File: config.mk
export PLATFORM = sky130hd
export DESIGN_NAME = apb_fir_stream_buffer
export DESIGN_NICKNAME = d
export VERILOG_FILES = /design/src/rtl/apb_fir_stream_buffer.sv
export SDC_FILE = /design/constraint.sdc
export NUM_CORES = 1
export LEC_CHECK = 0
export CORE_MARGIN = 2
export CORE_UTILIZATION = 45
export DETAILED_ROUTE_END_ITERATION = 6
export PLACE_DENSITY_LB_ADDON = 0.1
export SLEW_MARGIN = 10
export SYNTH_ARGS = -nofsm -noshare
export SYNTH_HDL_FRONTEND = slang
export SYNTH_SLANG_ARGS = --single-unit
File: constraint.sdc
create_clock -name HCLK -period 8.55 [get_ports HCLK]
set_input_delay 1.71 -clock HCLK [delete_from_list [all_inputs] [get_ports HCLK]]
set_output_delay 1.71 -clock HCLK [all_outputs]
set_load 0.05 [all_outputs]
File: src/rtl/apb_fir_stream_buffer.sv
// apb_fir_stream_buffer
//   APB slave that buffers CPU-written samples in an input FIFO, streams them
//   into the FIR core with a valid/ready handshake, and captures FIR results in
//   an output FIFO that the CPU pops over APB. Results arriving while the
//   output FIFO is full are discarded and counted in DROP_CNT.
//
//   Register map (PADDR[4:2]):
//     0x00 CTRL       rw  [0] EN, [1] FLUSH_IN (w1), [2] FLUSH_OUT (w1), [15:8] OUT_THRESH (irq build)
//     0x04 SAMPLE_IN  wo  push into input FIFO (PSLVERR when full)
//     0x08 RESULT_OUT ro  pop from output FIFO (PSLVERR and 0 when empty)
//     0x0C STATUS     ro  [7:0] in_level [15:8] out_level [16] in_full [17] in_empty
//                         [18] out_full [19] out_empty [20] irq
//     0x10 DROP_CNT   ro  saturating count of discarded results; any write clears
//     others              read 0xFFFFFFFF, writes ignored
//
//   Ports: HCLK/HRESETn (async active-low), APB slave (PADDR, PWDATA, PWRITE,
//   PSEL, PENABLE, PRDATA, PREADY, PSLVERR), FIR sample stream out (o_sample,
//   o_sample_valid, i_sample_ready), FIR result strobe in (i_result,
//   i_result_valid), and o_irq when built with FIR_BUF_IRQ_EN.
//
//   Build option FIR_BUF_IRQ_EN: adds o_irq and CTRL.OUT_THRESH; o_irq is a
//   registered level, high while out_level >= OUT_THRESH and OUT_THRESH != 0.
module apb_fir_stream_buffer #(
  parameter int APB_ADDR_WIDTH = 12,
  parameter int DATA_WIDTH     = 32,
  parameter int IN_DEPTH       = 8,
  parameter int OUT_DEPTH      = 8
) (
  input  logic                      HCLK,
  input  logic                      HRESETn,
  input  logic [APB_ADDR_WIDTH-1:0] PADDR,
  input  logic [31:0]               PWDATA,
  input  logic                      PWRITE,
  input  logic                      PSEL,
  input  logic                      PENABLE,
  output logic [31:0]               PRDATA,
  output logic                      PREADY,
  output logic                      PSLVERR,
  output logic [DATA_WIDTH-1:0]     o_sample,
  output logic                      o_sample_valid,
  input  logic                      i_sample_ready,
  input  logic [DATA_WIDTH-1:0]     i_result,
  input  logic                      i_result_valid
`ifdef FIR_BUF_IRQ_EN
  ,
  output logic                      o_irq
`endif
);

  localparam int IPW = $clog2(IN_DEPTH);
  localparam int ILW = $clog2(IN_DEPTH + 1);
  localparam int OPW = $clog2(OUT_DEPTH);
  localparam int OLW = $clog2(OUT_DEPTH + 1);
  localparam logic [ILW-1:0] IN_FULL_LVL  = ILW'(IN_DEPTH);
  localparam logic [OLW-1:0] OUT_FULL_LVL = OLW'(OUT_DEPTH);

  logic [DATA_WIDTH-1:0] in_mem_q  [IN_DEPTH];
  logic [DATA_WIDTH-1:0] out_mem_q [OUT_DEPTH];
  logic [IPW-1:0] in_wptr_q, in_rptr_q, in_wptr_d, in_rptr_d;
  logic [ILW-1:0] in_lvl_q, in_lvl_d;
  logic [OPW-1:0] out_wptr_q, out_rptr_q, out_wptr_d, out_rptr_d;
  logic [OLW-1:0] out_lvl_q, out_lvl_d;
  logic           en_q;
  logic [31:0]    drop_cnt_q, drop_cnt_d;
  logic [7:0]     thresh_q;
  logic           irq_q;

  logic       access, wr_en, rd_en;
  logic [2:0] reg_sel;
  logic       in_full, in_empty, out_full, out_empty;
  logic       push_req, push_ok, drain, flush_in, flush_out;
  logic       pop_req, pop_ok, cap_ok, drop;
  logic       unused_bits;

  assign access   = PSEL & PENABLE;
  assign wr_en    = access & PWRITE;
  assign rd_en    = access & ~PWRITE;
  assign reg_sel  = PADDR[4:2];

  assign in_full   = (in_lvl_q == IN_FULL_LVL);
  assign in_empty  = (in_lvl_q == '0);
  assign out_full  = (out_lvl_q == OUT_FULL_LVL);
  assign out_empty = (out_lvl_q == '0);

  assign o_sample_valid = en_q & ~in_empty;
  // Head is gated so the stream port reads 0 out of reset and after a flush.
  assign o_sample       = in_empty ? '0 : in_mem_q[in_rptr_q];

  assign drain     = o_sample_valid & i_sample_ready;
  assign push_req  = wr_en & (reg_sel == 3'd1);
  // A same-cycle drain frees the head slot, so a push into a full FIFO still lands.
  assign push_ok   = push_req & (~in_full | drain);
  assign flush_in  = wr_en & (reg_sel == 3'd0) & PWDATA[1];
  assign flush_out = wr_en & (reg_sel == 3'd0) & PWDATA[2];

  assign pop_req   = rd_en & (reg_sel == 3'd2);
  assign pop_ok    = pop_req & ~out_empty;
  assign cap_ok    = i_result_valid & (~out_full | pop_ok);
  assign drop      = i_result_valid & ~cap_ok;

  assign PREADY  = 1'b1;
  assign PSLVERR = (push_req & ~push_ok) | (pop_req & out_empty);

  assign unused_bits = ^{PADDR, PWDATA};

  always_comb begin
    in_wptr_d  = in_wptr_q;
    in_rptr_d  = in_rptr_q;
    in_lvl_d   = in_lvl_q;
    out_wptr_d = out_wptr_q;
    out_rptr_d = out_rptr_q;
    out_lvl_d  = out_lvl_q;
    drop_cnt_d = drop_cnt_q;

    if (flush_in) begin
      in_wptr_d = '0;
      in_rptr_d = '0;
      in_lvl_d  = '0;
    end else begin
      if (push_ok) in_wptr_d = in_wptr_q + IPW'(1);
      if (drain)   in_rptr_d = in_rptr_q + IPW'(1);
      if (push_ok && !drain)      in_lvl_d = in_lvl_q + ILW'(1);
      else if (!push_ok && drain) in_lvl_d = in_lvl_q - ILW'(1);
    end

    if (flush_out) begin
      out_wptr_d = '0;
      out_rptr_d = '0;
      out_lvl_d  = '0;
    end else begin
      if (cap_ok) out_wptr_d = out_wptr_q + OPW'(1);
      if (pop_ok) out_rptr_d = out_rptr_q + OPW'(1);
      if (cap_ok && !pop_ok)      out_lvl_d = out_lvl_q + OLW'(1);
      else if (!cap_ok && pop_ok) out_lvl_d = out_lvl_q - OLW'(1);
    end

    if (wr_en && reg_sel == 3'd4)  drop_cnt_d = '0;
    else if (drop && ~&drop_cnt_q) drop_cnt_d = drop_cnt_q + 32'd1;
  end

  always_ff @(posedge HCLK or negedge HRESETn) begin
    if (!HRESETn) begin
      in_wptr_q  <= '0;
      in_rptr_q  <= '0;
      in_lvl_q   <= '0;
      out_wptr_q <= '0;
      out_rptr_q <= '0;
      out_lvl_q  <= '0;
      drop_cnt_q <= '0;
      en_q       <= 1'b0;
    end else begin
      in_wptr_q  <= in_wptr_d;
      in_rptr_q  <= in_rptr_d;
      in_lvl_q   <= in_lvl_d;
      out_wptr_q <= out_wptr_d;
      out_rptr_q <= out_rptr_d;
      out_lvl_q  <= out_lvl_d;
      drop_cnt_q <= drop_cnt_d;
      if (wr_en && reg_sel == 3'd0) en_q <= PWDATA[0];
    end
  end

  // Storage needs no reset: occupancy is tracked by the level registers.
  always_ff @(posedge HCLK) begin
    if (push_ok && !flush_in)  in_mem_q[in_wptr_q]   <= PWDATA[DATA_WIDTH-1:0];
    if (cap_ok && !flush_out)  out_mem_q[out_wptr_q] <= i_result;
  end

`ifdef FIR_BUF_IRQ_EN
  always_ff @(posedge HCLK or negedge HRESETn) begin
    if (!HRESETn) begin
      thresh_q <= '0;
      irq_q    <= 1'b0;
    end else begin
      if (wr_en && reg_sel == 3'd0) thresh_q <= PWDATA[15:8];
      irq_q <= (thresh_q != 8'd0) && (8'(out_lvl_q) >= thresh_q);
    end
  end
  assign o_irq = irq_q;
`else
  assign thresh_q = '0;
  assign irq_q    = 1'b0;
`endif

  always_comb begin
    PRDATA = '0;
    case (reg_sel)
      3'd0: PRDATA = {16'd0, thresh_q, 7'd0, en_q};
      3'd1: PRDATA = '0;
      3'd2: PRDATA = out_empty ? '0 : 32'(out_mem_q[out_rptr_q]);
      3'd3: PRDATA = {11'd0, irq_q, out_empty, out_full, in_empty, in_full,
                      8'(out_lvl_q), 8'(in_lvl_q)};
      3'd4: PRDATA = drop_cnt_q;
      default: PRDATA = '1;
    endcase
  end

endmodule

==> results_dict.tcl <==
set metrics [dict create \
    cts_tree "done" \
    die_w_um 230.7 \
    final_nets 1504 \
    ys_async_sr_fraction_pct 9.381 \
    avgRoutedWirePerCell_um 24.29 \
    rsz0062_at_grt "false" \
    total_power_mw 8.376 \
    clock_skew_ps 26.77 \
    syn_to_final_growth_pct 18.07 \
    synthCells 1257 \
    reg2reg_to "in_lvl_q[3]" \
    drt_iter0_drc 763 \
    crit_required_ps 6840 \
    synth_edf_count 512 \
    ir_drop_mv 0.1680 \
    pin_count 150 \
    powerDensity_nw_per_um2 306.8 \
    ant_nets 0 \
    grt_antenna_before_repair 2 \
    portBuffers 139 \
    synth_top_family_by_area "multiplexers" \
    post-route-min-period_ps 6775 \
    timing.final.ws_setup_ps 1775 \
    synth.net_count 1351 \
    grt.busiest_layer "met2" \
    power_leakage_nw 8.833 \
    dieArea_um2 53200 \
    pre_cts_ws_ps 1820 \
    core_um2 51090 \
    grt_pass1_wl_um 77960 \
    hp-start "in_wptr_q[0]" \
    startpoint "PADDR[4]" \
    place.gp.congestion 0.8273 \
    cts_buffers 59 \
    clock_path_buffers 3 \
    path_cells "clkdlybuf4s50_1 -> buf_4 -> nor2_1 -> nand3_1 -> buf_4 -> o221ai_1 -> clkdlybuf4s50_1" \
    critPathMaxStageDelay_ps 890 \
    dieHeight_um 230.7 \
    cp_top_family "buffers and inverters" \
    synthAdderAreaFrac_pct 0.6603 \
    yosysSeqAreaShare_pct 72.24 \
    yosys_warnings 0 \
    grt_max_degree 54 \
    hold_depth 2 \
    vias_per_cell 5.700 \
    outcome "finished, final reports clean" \
    drive_above_1_share_pct 19.20 \
    worst_pin_slew_ps 1235 \
    cpMaxStageDelayCell "clkdlybuf4s50_1" \
    use_met2_pct 33.13 \
    cts_sinks 565 \
    reg2reg_from "in_lvl_q[1]" \
    synth_mux_area_share_pct 15.33 \
    hold_end "in_wptr_q[0]" \
    grt.met1_usage_pct 26.19 \
    syn_area_um2 23120 \
    path_buf_inv 4 \
    grtUsageTotal_pct 19.79 \
    synth_ff_type "edfxtp_1" \
    setup_viol 0 \
    synth_top_area_cell "edfxtp_1" \
    r2r_cells 11 \
    critPathMaxFanout 49 \
    cp-end-kind "output port" \
    start_kind "input pin" \
    first_global_vias 12520 \
    synth_top_area_share_pct 66.50 \
    cts_setup_buffers 0 \
    tns_ps 0 \
    synth.top_cells.by_area "edfxtp_1 67%, mux4_2 12%, dfrtp_1 5.7%" \
    fmax_mhz 147.6 \
    htree_levels 2 \
    critPathKind "in -> out" \
    avgSynthCellArea_um2 18.39 \
    drcViolationCount 0 \
    relSlewSlack_pct 17.66 \
    grt_overflow 0 \
    hold_viol 0 \
    period_share_pct 79.25 \
    num_rows 83 \
    first_pass_iters 5 \
    synth-seq-cells 565 \
    vias 12190 \
    finalWirelength_um 51950 \
    finalMaxSlewViolations 0 \
    critPathArrivalTime_ps 5070 \
    synthSimpleGateAreaFrac_pct 5.179 \
    synth_xor_area_share_pct 0.3410 \
    synth-compound-area-share_pct 4.454 \
    maxCapViolCount 0 \
    rrSetupSlack_ps 5210 \
    initial_core_util_pct 45.25 \
    dpl.hpwl_um 29720 \
    ys_types 62 \
    holdCritPathClass "reg -> reg" \
    holdBufCountCts 0 \
    ctsRootBufferMaster "clkbuf_16" \
    use_met3_pct 4.261 \
    clkLatencyLatePin_ps 620 \
    clk_pin_slew_ps 60 \
    whs_ps 579.9 \
    cts_resized 0 \
]
[cell usage after synthesis, types with 2 or more instances]
library cell  instances
edfxtp_1            512
mux4_2              128
o21ai_0              69
mux2i_1              66
nor2_1               59
dfrtp_1              53
a21oi_1              45
clkbuf_1             39
nand2_1              37
buf_2                23
or4_1                23
o31ai_1              21
nand3_1              18
inv_1                16
and3_1               12
o221ai_1             11
buf_1                10
nand4_1              10
nor3_1               10
ha_1                  9
or3_1                 8
nand2b_1              6
nor3b_1               6
xor2_1                6
a21o_1                4
buf_6                 4
nor4_1                4
and4_1                3
o211ai_1              3
xnor2_1               3
a211oi_1              2
a31oi_1               2
and2_1                2
and4b_1               2
fa_1                  2
nand4_4               2
o31a_1                2
[area by class of cell]
type / instances / area [um2]
Multi-Input combinational cell: 599 / 6117
Clock buffer: 72 / 1568
Clock inverter: 37 / 372.9
Fill cell: 4120 / 23800
Sequential cell: 565 / 16710
Inverter: 16 / 60.06
Timing Repair Buffer: 169 / 1612
Antenna cell: 1 / 2.502
Tap cell: 680 / 850.8
[flip-flops by register name (all words and copies together) (netlist names)]
register / count
drop_cnt_q: 32
en_q: 1
in_lvl_q: 4
in_mem_q: 256
in_rptr_q: 3
in_wptr_q: 3
out_lvl_q: 4
out_mem_q: 256
out_rptr_q: 3
out_wptr_q: 3
[metal layers]
layer | wire, um | share of wire (%)
met1 | 22050 | 42
met2 | 25660 | 49
met3 | 3122 | 6.0
met4 | 1096 | 2.1
met5 | 13 | 0.025
[cells by family (layout without fill, tap and decap cells)]
| group | Yosys count | in the layout |
|---|---|---|
| xor+xnor | 9 | 9 |
| compound gates | 171 | 171 |
| flops | 565 | 565 |
| simple gates | 213 | 213 |
| other cells | 1 | 2 |
| fa+ha+maj | 11 | 11 |
| buf+inv | 93 | 294 |
| mux | 194 | 194 |
[cell usage in the layout, fill, tap and decap left out, types with 18 or more instances in the layout]
master,Yosys,final
clkbuf_16,0,61
nand2_1,37,37
mux2i_1,66,66
o21ai_0,69,69
buf_4,1,30
dfrtp_1,53,47
nand3_1,18,18
clkdlybuf4s50_1,0,138
o31ai_1,21,21
edfxtp_1,512,512
or4_1,23,23
nor2_1,59,51
a21oi_1,45,45
mux4_2,128,128
[stage by stage]
stage,instances,cell area [um2],util [%]
detailed placement,2029,25350,49.62
global route,2139,27300,53.42
floorplan,1257,23120,-
CTS,2138,27290,53.42
global placement,2029,25350,49.62
finish,2139,27300,53.42
[power by group]
part           internal [mW]  switching, mW  total (mW)
registers               3.25          0.220        3.47
logic                   1.01           1.34        2.35
clock network           1.51           1.04        2.56
[how the worst max path moves through the flow]
stage | to | cells past startpoint
after floorplan | out_mem_q[0][0] | 6
after global placement | PRDATA[17] | 7
after detailed placement | PRDATA[17] | 7
after CTS | PRDATA[17] | 7
after global routing | PRDATA[1] | 7
final | PRDATA[1] | 7
[worst reg2reg max path, stage by stage (launching register included)]
cell and delay (ps):
dfrtp_1 460, nor4_2 370, buf_4 530, o2111ai_1 240
nor2_1 220, inv_1 90, ha_1 330, a21oi_1 150
nand2_1 90, and3_1 200, a211o_1 270, a32o_1 250
No activity file was read; power rests on OpenSTA's default activity.
